**src/rtl/cache_arb_pkg.sv**
```systemverilog
// Shared definitions for the cache-side memory port arbiter: request type codes,
// read-sequencer states and line geometry defaults.
package cache_arb_pkg;

  localparam int LINE_BYTES = 16;
  localparam int OFF_W      = $clog2(LINE_BYTES);

  localparam logic [2:0] TYPE_BYTE = 3'b000;
  localparam logic [2:0] TYPE_HALF = 3'b001;
  localparam logic [2:0] TYPE_WORD = 3'b010;
  localparam logic [2:0] TYPE_LINE = 3'b100;

  typedef enum logic [1:0] {
    R_IDLE = 2'd0,
    R_REQ  = 2'd1,
    R_RESP = 2'd2
  } rd_state_t;

endpackage

```
**src/rtl/rr_arb2.sv**
```systemverilog
// Two-requester round-robin arbiter. Bit 0 is the I-cache, bit 1 the D-cache;
// after reset the D-cache wins a tie.
module rr_arb2 (
  input  logic       clk,
  input  logic       reset,
  input  logic [1:0] i_req,
  input  logic       i_accept,
  output logic [1:0] o_gnt
);

  // r_last is the index of the requester granted most recently
  logic r_last;

  always_comb begin
    o_gnt = i_req;
    if (i_req[0] && i_req[1]) begin
      o_gnt = r_last ? 2'b01 : 2'b10;
    end
  end

  always_ff @(posedge clk or posedge reset) begin
    if (reset) begin
      r_last <= 1'b0;
    end else if (i_accept && (|o_gnt)) begin
      r_last <= o_gnt[1];
    end
  end

endmodule

```
**src/rtl/cache_mem_arbiter.sv**
```systemverilog
// Shares the bridge memory port between I-cache and D-cache: round-robin read
// arbitration with return routing, plus a one-line D-cache write buffer.
module cache_mem_arbiter
  import cache_arb_pkg::*;
#(
  parameter int LINE_BYTES = 16,
  parameter int ADDR_W     = 32
) (
  input  logic                    clk,
  input  logic                    reset,
  input  logic                    ic_rd_req,
  input  logic [2:0]              ic_rd_type,
  input  logic [ADDR_W-1:0]       ic_rd_addr,
  output logic                    ic_rd_rdy,
  output logic                    ic_ret_valid,
  output logic                    ic_ret_last,
  output logic [31:0]             ic_ret_data,
  input  logic                    dc_rd_req,
  input  logic [2:0]              dc_rd_type,
  input  logic [ADDR_W-1:0]       dc_rd_addr,
  output logic                    dc_rd_rdy,
  output logic                    dc_ret_valid,
  output logic                    dc_ret_last,
  output logic [31:0]             dc_ret_data,
  input  logic                    dc_wr_req,
  input  logic [2:0]              dc_wr_type,
  input  logic [ADDR_W-1:0]       dc_wr_addr,
  input  logic [3:0]              dc_wr_wstrb,
  input  logic [LINE_BYTES*8-1:0] dc_wr_data,
  output logic                    dc_wr_rdy,
  output logic                    mem_rd_req,
  output logic [2:0]              mem_rd_type,
  output logic [ADDR_W-1:0]       mem_rd_addr,
  input  logic                    mem_rd_rdy,
  input  logic                    mem_ret_valid,
  input  logic                    mem_ret_last,
  input  logic [31:0]             mem_ret_data,
  output logic                    mem_wr_req,
  output logic [2:0]              mem_wr_type,
  output logic [ADDR_W-1:0]       mem_wr_addr,
  output logic [3:0]              mem_wr_wstrb,
  output logic [LINE_BYTES*8-1:0] mem_wr_data,
  input  logic                    mem_wr_rdy
);

  localparam int OFF_BITS = $clog2(LINE_BYTES);

  rd_state_t               r_state;
  rd_state_t               w_state_next;
  logic                    r_owner;
  logic [2:0]              r_type;
  logic [ADDR_W-1:0]       r_addr;

  logic                    r_wb_valid;
  logic [2:0]              r_wb_type;
  logic [ADDR_W-1:0]       r_wb_addr;
  logic [3:0]              r_wb_wstrb;
  logic [LINE_BYTES*8-1:0] r_wb_data;

  logic                    w_ic_haz;
  logic                    w_dc_haz;
  logic                    w_idle;
  logic [1:0]              w_elig;
  logic [1:0]              w_gnt;

  // A read to the line sitting in the write buffer must wait until it drains
  assign w_ic_haz = r_wb_valid && (ic_rd_addr[ADDR_W-1:OFF_BITS] == r_wb_addr[ADDR_W-1:OFF_BITS]);
  assign w_dc_haz = r_wb_valid && (dc_rd_addr[ADDR_W-1:OFF_BITS] == r_wb_addr[ADDR_W-1:OFF_BITS]);
  assign w_idle   = (r_state == R_IDLE) && !reset;
  assign w_elig   = w_idle ? {dc_rd_req && !w_dc_haz, ic_rd_req && !w_ic_haz} : 2'b00;

  rr_arb2 u_rr_arb2 (
    .clk      (clk),
    .reset    (reset),
    .i_req    (w_elig),
    .i_accept (w_idle),
    .o_gnt    (w_gnt)
  );

  always_ff @(posedge clk or posedge reset) begin
    if (reset) begin
      r_state <= R_IDLE;
    end else begin
      r_state <= w_state_next;
    end
  end

  always_comb begin
    w_state_next = r_state;
    unique case (r_state)
      R_IDLE:  if (|w_gnt) w_state_next = R_REQ;
      R_REQ:   if (mem_rd_rdy) w_state_next = R_RESP;
      R_RESP:  if (mem_ret_valid && mem_ret_last) w_state_next = R_IDLE;
      default: w_state_next = R_IDLE;
    endcase
  end

  always_comb begin
    ic_rd_rdy    = w_gnt[0];
    dc_rd_rdy    = w_gnt[1];
    mem_rd_req   = (r_state == R_REQ);
    ic_ret_valid = 1'b0;
    ic_ret_last  = 1'b0;
    ic_ret_data  = '0;
    dc_ret_valid = 1'b0;
    dc_ret_last  = 1'b0;
    dc_ret_data  = '0;
    if (r_state == R_RESP) begin
      if (r_owner) begin
        dc_ret_valid = mem_ret_valid;
        dc_ret_last  = mem_ret_last;
        dc_ret_data  = mem_ret_data;
      end else begin
        ic_ret_valid = mem_ret_valid;
        ic_ret_last  = mem_ret_last;
        ic_ret_data  = mem_ret_data;
      end
    end
  end

  always_ff @(posedge clk or posedge reset) begin
    if (reset) begin
      r_owner <= 1'b0;
      r_type  <= '0;
      r_addr  <= '0;
    end else if (|w_gnt) begin
      r_owner <= w_gnt[1];
      r_type  <= w_gnt[1] ? dc_rd_type : ic_rd_type;
      r_addr  <= w_gnt[1] ? dc_rd_addr : ic_rd_addr;
    end
  end

  assign mem_rd_type = r_type;
  assign mem_rd_addr = r_addr;

  // Accept only when empty, so accept and drain never coincide
  always_ff @(posedge clk or posedge reset) begin
    if (reset) begin
      r_wb_valid <= 1'b0;
      r_wb_type  <= '0;
      r_wb_addr  <= '0;
      r_wb_wstrb <= '0;
      r_wb_data  <= '0;
    end else if (r_wb_valid) begin
      if (mem_wr_rdy) begin
        r_wb_valid <= 1'b0;
      end
    end else if (dc_wr_req) begin
      r_wb_valid <= 1'b1;
      r_wb_type  <= dc_wr_type;
      r_wb_addr  <= dc_wr_addr;
      r_wb_wstrb <= dc_wr_wstrb;
      r_wb_data  <= dc_wr_data;
    end
  end

  assign dc_wr_rdy    = !r_wb_valid && !reset;
  assign mem_wr_req   = r_wb_valid;
  assign mem_wr_type  = r_wb_type;
  assign mem_wr_addr  = r_wb_addr;
  assign mem_wr_wstrb = r_wb_wstrb;
  assign mem_wr_data  = r_wb_data;

endmodule
```
**config.mk**
```make
export PLATFORM = sky130hd
export DESIGN_NAME = cache_mem_arbiter
export DESIGN_NICKNAME = d
export VERILOG_FILES = /design/src/rtl/cache_arb_pkg.sv /design/src/rtl/rr_arb2.sv /design/src/rtl/cache_mem_arbiter.sv
export SDC_FILE = /design/constraint.sdc
export NUM_CORES = 1
export LEC_CHECK = 0
export BUFFER_PORTS_ARGS = -buffer_cell sky130_fd_sc_hd__buf_2
export CAP_MARGIN = 20
export CORE_AREA = 2 2 213 215
export DETAILED_ROUTE_END_ITERATION = 10
export DIE_AREA = 0 0 215 217
export SLEW_MARGIN = 10
export SYNTH_ARGS = -nofsm -noshare
export SYNTH_HDL_FRONTEND = slang
export SYNTH_SLANG_ARGS = --single-unit
```
**constraint.sdc**
```tcl
create_clock -name clk -period 19.08 [get_ports clk]
set_input_delay 1.908 -clock clk [delete_from_list [all_inputs] [get_ports clk]]
set_output_delay 1.908 -clock clk [all_outputs]
set_load 0.005 [all_outputs]
```
==> qor.yml, run 1 <==
syn_area_um2: 9280
min_path_type: "reg2reg"
cts_root_buf: "clkbuf_16"
numClockSinks: 207
initial_utilization: 0.208
setup_violations: 0
cts_resized: 0
antenna_left: 0
ys_seq_area_frac: 0.558
post_cts_buffers: 0
ys_top_cells_by_area: "dfrtp_1 56%, mux2_2 20%, and2_1 4.6%"
fillers: 4674
synth_top_area_share: 0.558
gr-total-overflow: 0
worstSetupEndpointType: "primary output"
antenna_found_initial: 5
io_buffers: 552
startpoint_type: "primary input"
fmax_ghz: 0.156
cts_hold_buf: 0
cts_tree: "done"
min_period_ns: 6.43
final_nets: 1559
cts-buffers-inserted: 25
cts_buffer_depth: 3
rsz0062_at_grt: "false"
tns_ns: 0
hold_violations: 0
startpoint: "ic_rd_addr[26]"
dp_hpwl_mm: 27.8
min_from: "mem_wr_data[76]"
period_share: 0.337
die_x_um: 215
first_iter_violations: 479
fin_skew_ns: 0.0125
p_leak_uw: 0.00689
r2r_start: "mem_wr_addr[22]"
worst_slack_ns: 12.65
die-area_um2: 46700
relSlewSlack: 0.325
grt_pass1_vias: 8176
place_inst: 1854
slew_viol_final: 0
ir_worst_vdd_uv: 70.1
syn2layout_area_growth_pct: 45.3
drc: 0
path_class: "in2out"
drt_wl_total_mm: 35.3
synth_area_per_cell_um2: 12.7
dr.pass1.iters: 6
yosys.area.top_type: "dfrtp_1"
avgRoutedWirePerCell_um: 18.6
synth_cell_type_count: 32
outcome: "completed"
synth_nets: 1010
vias: 7837
grt_max_degree: 168
cap_violations: 0
num_rows: 78
ys_ff_latch: 207
via_per_inst: 4.13
timing.hold.ws_ns: 0.498
grt_pass1_wl_mm: 50.6
crit_required_ns: 17.17
io-pin-count: 553
grtUsageTotal: 0.143
yosysWarnings: 0
die_y_um: 217
core-area_um2: 44700
clock_latency_ns: 0.54
layout.cells.non_filler: 1898
clkTransAtPathRegs_ns: 0.06
cp.arrival_ns: 4.52
worstMarginPinSlew_ns: 1.01
htree_levels: 1
dp_slack_ns: 12.58
drive_gt1_frac: 0.595
syn_inst: 732
gp_congestion: 0.811
cp_max_fo: 26
powerDensity_nw_per_um2: 122
==> layout by cell type, fill, tap and decap left out, types with 3 or more instances in the layout <==
master and count:
a21oi_1 3, a222oi_1 35, and2_1 68, buf_2 552
buf_4 5, clkbuf_1 5, clkbuf_16 25, clkbuf_8 7
dfrtp_1 207, inv_1 106, mux2_2 167, nand2_1 7
nand3_1 3, nand4_1 14, nor4_1 6, o21ai_0 4
xnor2_1 37, xor2_1 19
==> flip-flops by register name (all words and copies together) (netlist names) <==
register / flops
mem_rd_addr: 32
u_rr_arb2.r_last: 1
r_owner: 1
r_state: 2
mem_wr_addr: 32
mem_wr_data: 128
mem_wr_req: 1
mem_wr_type: 3
mem_rd_type: 3
mem_wr_wstrb: 4
==> stage by stage <==
step                      total power, µW   util  cell area (µm²)
after global routing                 1740  0.302            13500
after global placement               1180  0.284            12700
after detailed placement             1190  0.284            12700
after CTS                            1670  0.302            13500
after floorplan                       903      -             9280
final                                1640  0.302            13500
==> metal layers <==
metal,GRT usage,part of all wire,up-vias
met5,0,0.0010,-
met4,0.0568,0.035,6
met3,0.0418,0.081,55
met2,0.261,0.51,375
met1,0.157,0.37,3819
li1,-,-,3582
==> logic make-up (layout without fill, tap and decap cells) <==
| group | Yosys count | in the layout | synth area share |
|---|---|---|---|
| DFF | 207 | 207 | 0.558 |
| muxes | 167 | 167 | 0.203 |
| buffers and inverters | 143 | 707 | 0.0636 |
| and+or+nand+nor | 111 | 111 | 0.0747 |
| xor gates and xnor gates | 56 | 56 | 0.0528 |
| AOI/OAI and AO/OA | 48 | 48 | 0.0483 |
| other | 0 | 2 | 0 |
==> critical path, stage by stage <==
cell and delay [ns]:
buf_2 0.11, xnor2_1 0.57, nand4_1 0.17, nor4_1 0.27, a21oi_1 0.19, a211oi_4 0.60, buf_4 0.48, buf_2 0.19
==> worst paths after layout <==
path	to	cells past startpoint	slack, ns
worst max-delay path	dc_rd_rdy	8	12.65
worst min-delay path	mem_wr_data[76]	1	0.50
worst max register to register	mem_rd_addr[31]	6	15.83
worst min register to register	mem_wr_data[76]	1	0.50
max in group asynchronous	mem_wr_data[123]	4	15.60
min in group asynchronous	mem_wr_addr[10]	2	1.52
==> synthesized netlist by cell type <==
cell type / instances
o31a_1: 1
xor2_1: 19
buf_2: 4
dfrtp_1: 207
a222oi_1: 35
a22o_1: 1
or4_1: 2
clkbuf_1: 25
inv_1: 107
nor2b_1: 1
o21ba_2: 1
o21ai_0: 4
nand2b_1: 2
and3b_1: 1
nand3_1: 3
nor4_1: 6
nor4_2: 1
nand4_1: 14
o22a_2: 1
nor4_4: 1
nor3_1: 2
xnor2_1: 37
a211oi_4: 1
o21ai_1: 1
nand2_1: 7
nor2_1: 2
mux2_2: 167
and2_1: 68
a21oi_1: 3
nor3b_1: 1
buf_4: 1
buf_6: 6
==> report_power, final <==
part / switching, µW / internal, µW
registers: 94.3 / 571
clock network: 186 / 280
logic: 247 / 261
==> area by class of cell <==
class                   count  area, µm²  share of cell area
repair buffers            558       2820               0.209
clock inverters             5       57.6             0.00427
multi-input cells         382       3530               0.261
inverters                 107        409              0.0303
diodes                      2       5.00            0.000371
clock buffers              37        741              0.0549
flip-flops and latches    207       5180               0.384
well taps                 600        751              0.0557
Power figures use the tool's default switching activity.
==> inputs of run 2 (changes only) <==
- CORE_AREA: 2 2 213 215 -> 2 2 214 216
- DIE_AREA: 0 0 215 217 -> 0 0 216 218
- clock period: 19.08 -> 5.65 ns (I/O delays scaled with it)
==> qor.yml, run 2 (synthesis results as in run 1) <==
outcome: "completed"
fin_skew_ns: 0.0150
num_rows: 78
setup_violations: 0
antenna_left: 0
path_buf_inv: 1
cp.arrival_ns: 3.32
startpoint: "mem_wr_addr[4]"
startpoint_type: "flop"
cts_root_buf: "clkbuf_16"
cts_buffer_depth: 3
drt_wl_total_mm: 36.7
dp_hpwl_mm: 29.2
cp_max_fo: 12
io_buffers: 552
final_common_cell: "buf_2"
die-area_um2: 47100
cts_resized: 0
clkTransAtPathRegs_ns: 0.06
fmax_ghz: 0.258
largest_reg_flops: 128
grt_pass1_vias: 8156
avgRoutedWirePerCell_um: 19.3
utilization: 0.305
timing.hold.ws_ns: 0.191
placed_area_um2: 12700
via_per_inst: 4.16
clock_latency_ns: 0.55
grtUsageTotal: 0.148
crit_required_ns: 5.09
numClockSinks: 207
ir_worst_vdd_uv: 237
place_inst: 1856
min_from: "mem_wr_rdy"
fin_area_um2: 13700
cp_cell_sequence: "xnor2_1 -> nand4_1 -> nor4_1 -> a21oi_1 -> a211oi_4 -> buf_2"
slew_viol_final: 0
worstMarginPinSlew_ns: 0.969
htree_levels: 1
relSlewSlack: 0.354
post_cts_buffers: 0
drive_gt1_frac: 0.600
cts-buffers-inserted: 26
r2r_start: "mem_wr_addr[4]"
cpMaxStageDelayCell: "a211oi_4"
period_share: 0.687
antenna_found_initial: 15
dr.pass1.iters: 6
die_x_um: 216
cts_tree: "done"
core-area_um2: 44900
path_class: "reg2out"
use_met2: 0.274
layout.cells.non_filler: 1907
busiest_layer: "met2"
tns_ns: 0
min_path_type: "in2reg"
worstSetupEndpointType: "primary output"
drc: 0
first_iter_violations: 443
use_met3: 0.0478
path_delay_family: "compound AO/OA/AOI/OAI gates"
p_leak_uw: 0.00697
gp_congestion: 0.850
gr-total-overflow: 0
powerDensity_nw_per_um2: 425
hold_violations: 0
met1_usage: 0.157
initial_utilization: 0.207
io-pin-count: 553
cap_violations: 0
die_y_um: 218
grt_max_degree: 151
final_cell_mix: "552 x buf_2, 207 x dfrtp_1, 167 x mux2_2"
cts_hold_buf: 0
grt_pass1_wl_mm: 51.9
syn2layout_area_growth_pct: 47.4
min_period_ns: 3.88
max_stage_delay_ns: 0.82
vias: 7941
rsz0062_at_grt: "false"
final_nets: 1562
-- run 2: cell types whose count changed in the layout (fill, tap and decap cells not counted), sizes merged --
cell      before  now
diode          2    4
buf          558  560
clkbuf        37   33
inv          108  106
clkinvlp       0    4
bufinv         1    5
clkinv         3    6
-- run 2: area by class of cell --
cell class              instances  area [µm²]
diodes                          4        10.0
inverters                     107         405
multi-input cells             382        3530
clock buffers                  33         748
well taps                     600         751
fillers                      4636       31200
clock inverters                14         210
repair buffers                560        2850
flip-flops and latches        207        5180
-- run 2: final timing paths --
path	end	slack, ns	depth (start not counted)
max	dc_rd_rdy	1.77	6
min	mem_wr_req	0.19	2
max reg2reg	mem_rd_addr[10]	2.41	7
min reg2reg	mem_wr_data[94]	0.50	1
max in group asynchronous	mem_wr_data[92]	4.63	3
min in group asynchronous	u_rr_arb2.r_last	0.23	3
-- run 2: through the flow --
step / total power [µW] / setup WS, ns
floorplan: 3050 / 2.40
global placement: 4000 / 1.87
global route: 6160 / 1.48
CTS: 5930 / 1.62
finish: 5810 / 1.77
detailed placement: 4030 / 2.00
-- run 2: power by group --
part           internal [µW]  total [µW]  switching (µW)
registers               1930        2240             314
clock network           1160        1840             682
logic                    885        1720             838
total                   3980        5810            1830
-- run 2: routing by layer --
metal  share of wire  up-vias
li1                -     3596
met1            0.36     3838
met2            0.52      420
met3           0.092       69
met4           0.033       18
met5          0.0027        -
==> inputs of run 3 (changes only) <==
- ABC_AREA: default -> 1
- CORE_AREA: 2 2 214 216 -> 2 2 217 219
- DIE_AREA: 0 0 216 218 -> 0 0 219 221
- clock period: 5.65 -> 3.64 ns (I/O delays scaled with it)
==> qor.yml, run 3 <==
outcome: "completed"
reg2reg_to: "mem_rd_addr[25]"
synth_area_per_cell_um2: 9.41
ys_seq_area_frac: 0.535
ys_async_sr_fraction: 1.00
startpoint: "r_state[0]"
num_rows: 79
antenna_found_initial: 9
placed_area_um2: 13100
finalPower_uw: 8520
yosys.area.top_type: "dfrtp_1"
post_cts_buffers: 0
cts_hold_buf: 1
ir_worst_vdd_uv: 358
crit_required_ns: 3.28
drive_gt1_frac: 0.494
io-pin-count: 553
vias: 9184
dr.pass1.iters: 5
final_cell_mix: "552 x buf_2, 207 x dfrtp_1, 177 x nand2_1"
period_share: 0.879
fin_skew_ns: 0.0280
grt_max_degree: 133
yosysWarnings: 0
cts_tree: "done"
wl_met1_mm: 14.9
clkPwrFrac: 0.312
ys_ff_latch: 207
path_class: "reg2out"
p_leak_uw: 0.00758
final_nets: 1854
grtUsageTotal: 0.145
rsz0062_at_grt: "false"
grt_pass1_vias: 9247
synth_top_area_share: 0.535
wl_met2_mm: 17.7
synth_edf_count: 0
sw_frac_of_total: 0.323
power.net_switching_uw: 2750
max_stage_delay_ns: 0.59
worst_slack_ns: 0.441
fin_area_um2: 14100
slew_viol_final: 0
synth_nets: 1307
met3_wirelength_mm: 2.96
dp_hpwl_mm: 28.1
syn_inst: 1029
die_y_um: 221
setup_violations: 0
numClockSinks: 207
avgRoutedWirePerCell_um: 16.6
cts_root_buf: "clkbuf_16"
cts-buffers-inserted: 26
internal_power_uw: 5770
cts_resized: 0
relSlewSlack: 0.387
gr-total-overflow: 0
ys_top_cells_by_area: "dfrtp_1 53%, mux2_2 17%, nand2_1 6.9%"
netlist_top_cells_count: "207 x dfrtp_1, 179 x nand2_1, 162 x nor2_1"
clkTransAtPathRegs_ns: 0.06
largest_reg_flops: 128
final_common_cell: "buf_2"
cpMaxStageDelayCell: "nor2_4"
fmax_ghz: 0.313
r2r_slack_ns: 0.94
worstSetupEndpointType: "primary output"
antenna_left: 0
r2r_start: "r_state[0]"
powerDensity_nw_per_um2: 606
io_buffers: 552
synth_cell_type_count: 25
gp_congestion: 0.917
via_per_inst: 4.17
p_seq_frac: 0.388
dp_slack_ns: 0.654
tns_ns: 0
hold_violations: 0
synth_top_flop_cell: "dfrtp_1"
cp.arrival_ns: 2.83
drc: 0
drt_wl_total_mm: 36.6
syn2layout_area_growth_pct: 45.2
cp_max_fo: 21
min_path_type: "in2async"
cap_violations: 0
worstMarginPinSlew_ns: 0.920
reg2reg_depth: 7
core-area_um2: 46100
htree_levels: 1
topRoutingLayerUsed: "met5"
cts_buffer_depth: 3
cp_cell_sequence: "nor3_1 -> nand2_1 -> nor2_4 -> nand2_2 -> inv_1 -> buf_2"
die-area_um2: 48400
utilization: 0.305
startpoint_type: "flop"
min_period_ns: 3.20
clock_latency_ns: 0.55
first_iter_violations: 387
initial_utilization: 0.210
syn_area_um2: 9680
die_x_um: 219
yosysMostFrequentCell: "dfrtp_1"
grt_pass1_wl_mm: 53.8
pwr-share-comb: 0.300
## run 3: cell types whose count changed in the layout (fill, tap and decap cells not counted), sizes merged, moves of 22 or more
cell and change:
a222oi -35, a21oi +22, and2 -67, nor2 +162, xnor2 -31, nand2 +175
nand3 +105, mux2 -24
## run 3: worst max-delay path by stage
stage,endpoint,slack (ns),depth (start not counted)
3_5_place_dp,mem_rd_addr[20],0.65,8
3_3_place_gp,mem_rd_addr[26],0.68,8
2_1_floorplan,mem_rd_addr[0],0.59,1
4_1_cts,dc_rd_rdy,0.23,6
6_report,dc_rd_rdy,0.44,6
5_1_grt,dc_rd_rdy,0.17,6
## run 3: kinds of logic after synthesis
| logic type | share of synthesized area |
|---|---|
| compound gates | 0.0230 |
| flops | 0.535 |
| simple gates | 0.194 |
| mux | 0.166 |
| buf+inv | 0.0738 |
| xor+xnor | 0.00814 |
## run 3: power groups by stage
stage | combinational (µW) | clock, µW | sequential, µW
final | 2560 | 2660 | 3310
after floorplan | 1220 | 0 | 3340
after CTS | 2580 | 2770 | 3310
after global routing | 2830 | 2850 | 3380
after global placement | 2550 | 0 | 3310
after detailed placement | 2570 | 0 | 3340
## run 3: stage by stage
step / cells / hold WS (ns)
detailed placement: 2152 / 0.487
CTS: 2197 / 0.00324
global placement: 2152 / 0.483
finish: 2203 / 0.0179
floorplan: 1029 / 0.469
global route: 2202 / 0.0102
## run 3: layout make-up
class	instances	area [µm²]
fill	4933	32000
clock buffer	32	724
sequential	207	5180
clock inverter	12	145
multi-input combinational	649	3800
tap	607	759
inverter	125	473
timing repair buffer	567	2970
antenna	4	10.0
## run 3: worst max-delay path, delay by kind of cell, from the launching register on
family                 cells  cell delay, ns
flip-flops                 1            0.38
AND/OR/NAND/NOR            4            1.68
buffers and inverters      2            0.22
## run 3: metal layers
layer / GRT usage / vias up
met4: 0.0477 / 6
li1: - / 4354
met2: 0.247 / 420
met3: 0.0395 / 57
met5: 0 / -
met1: 0.175 / 4347
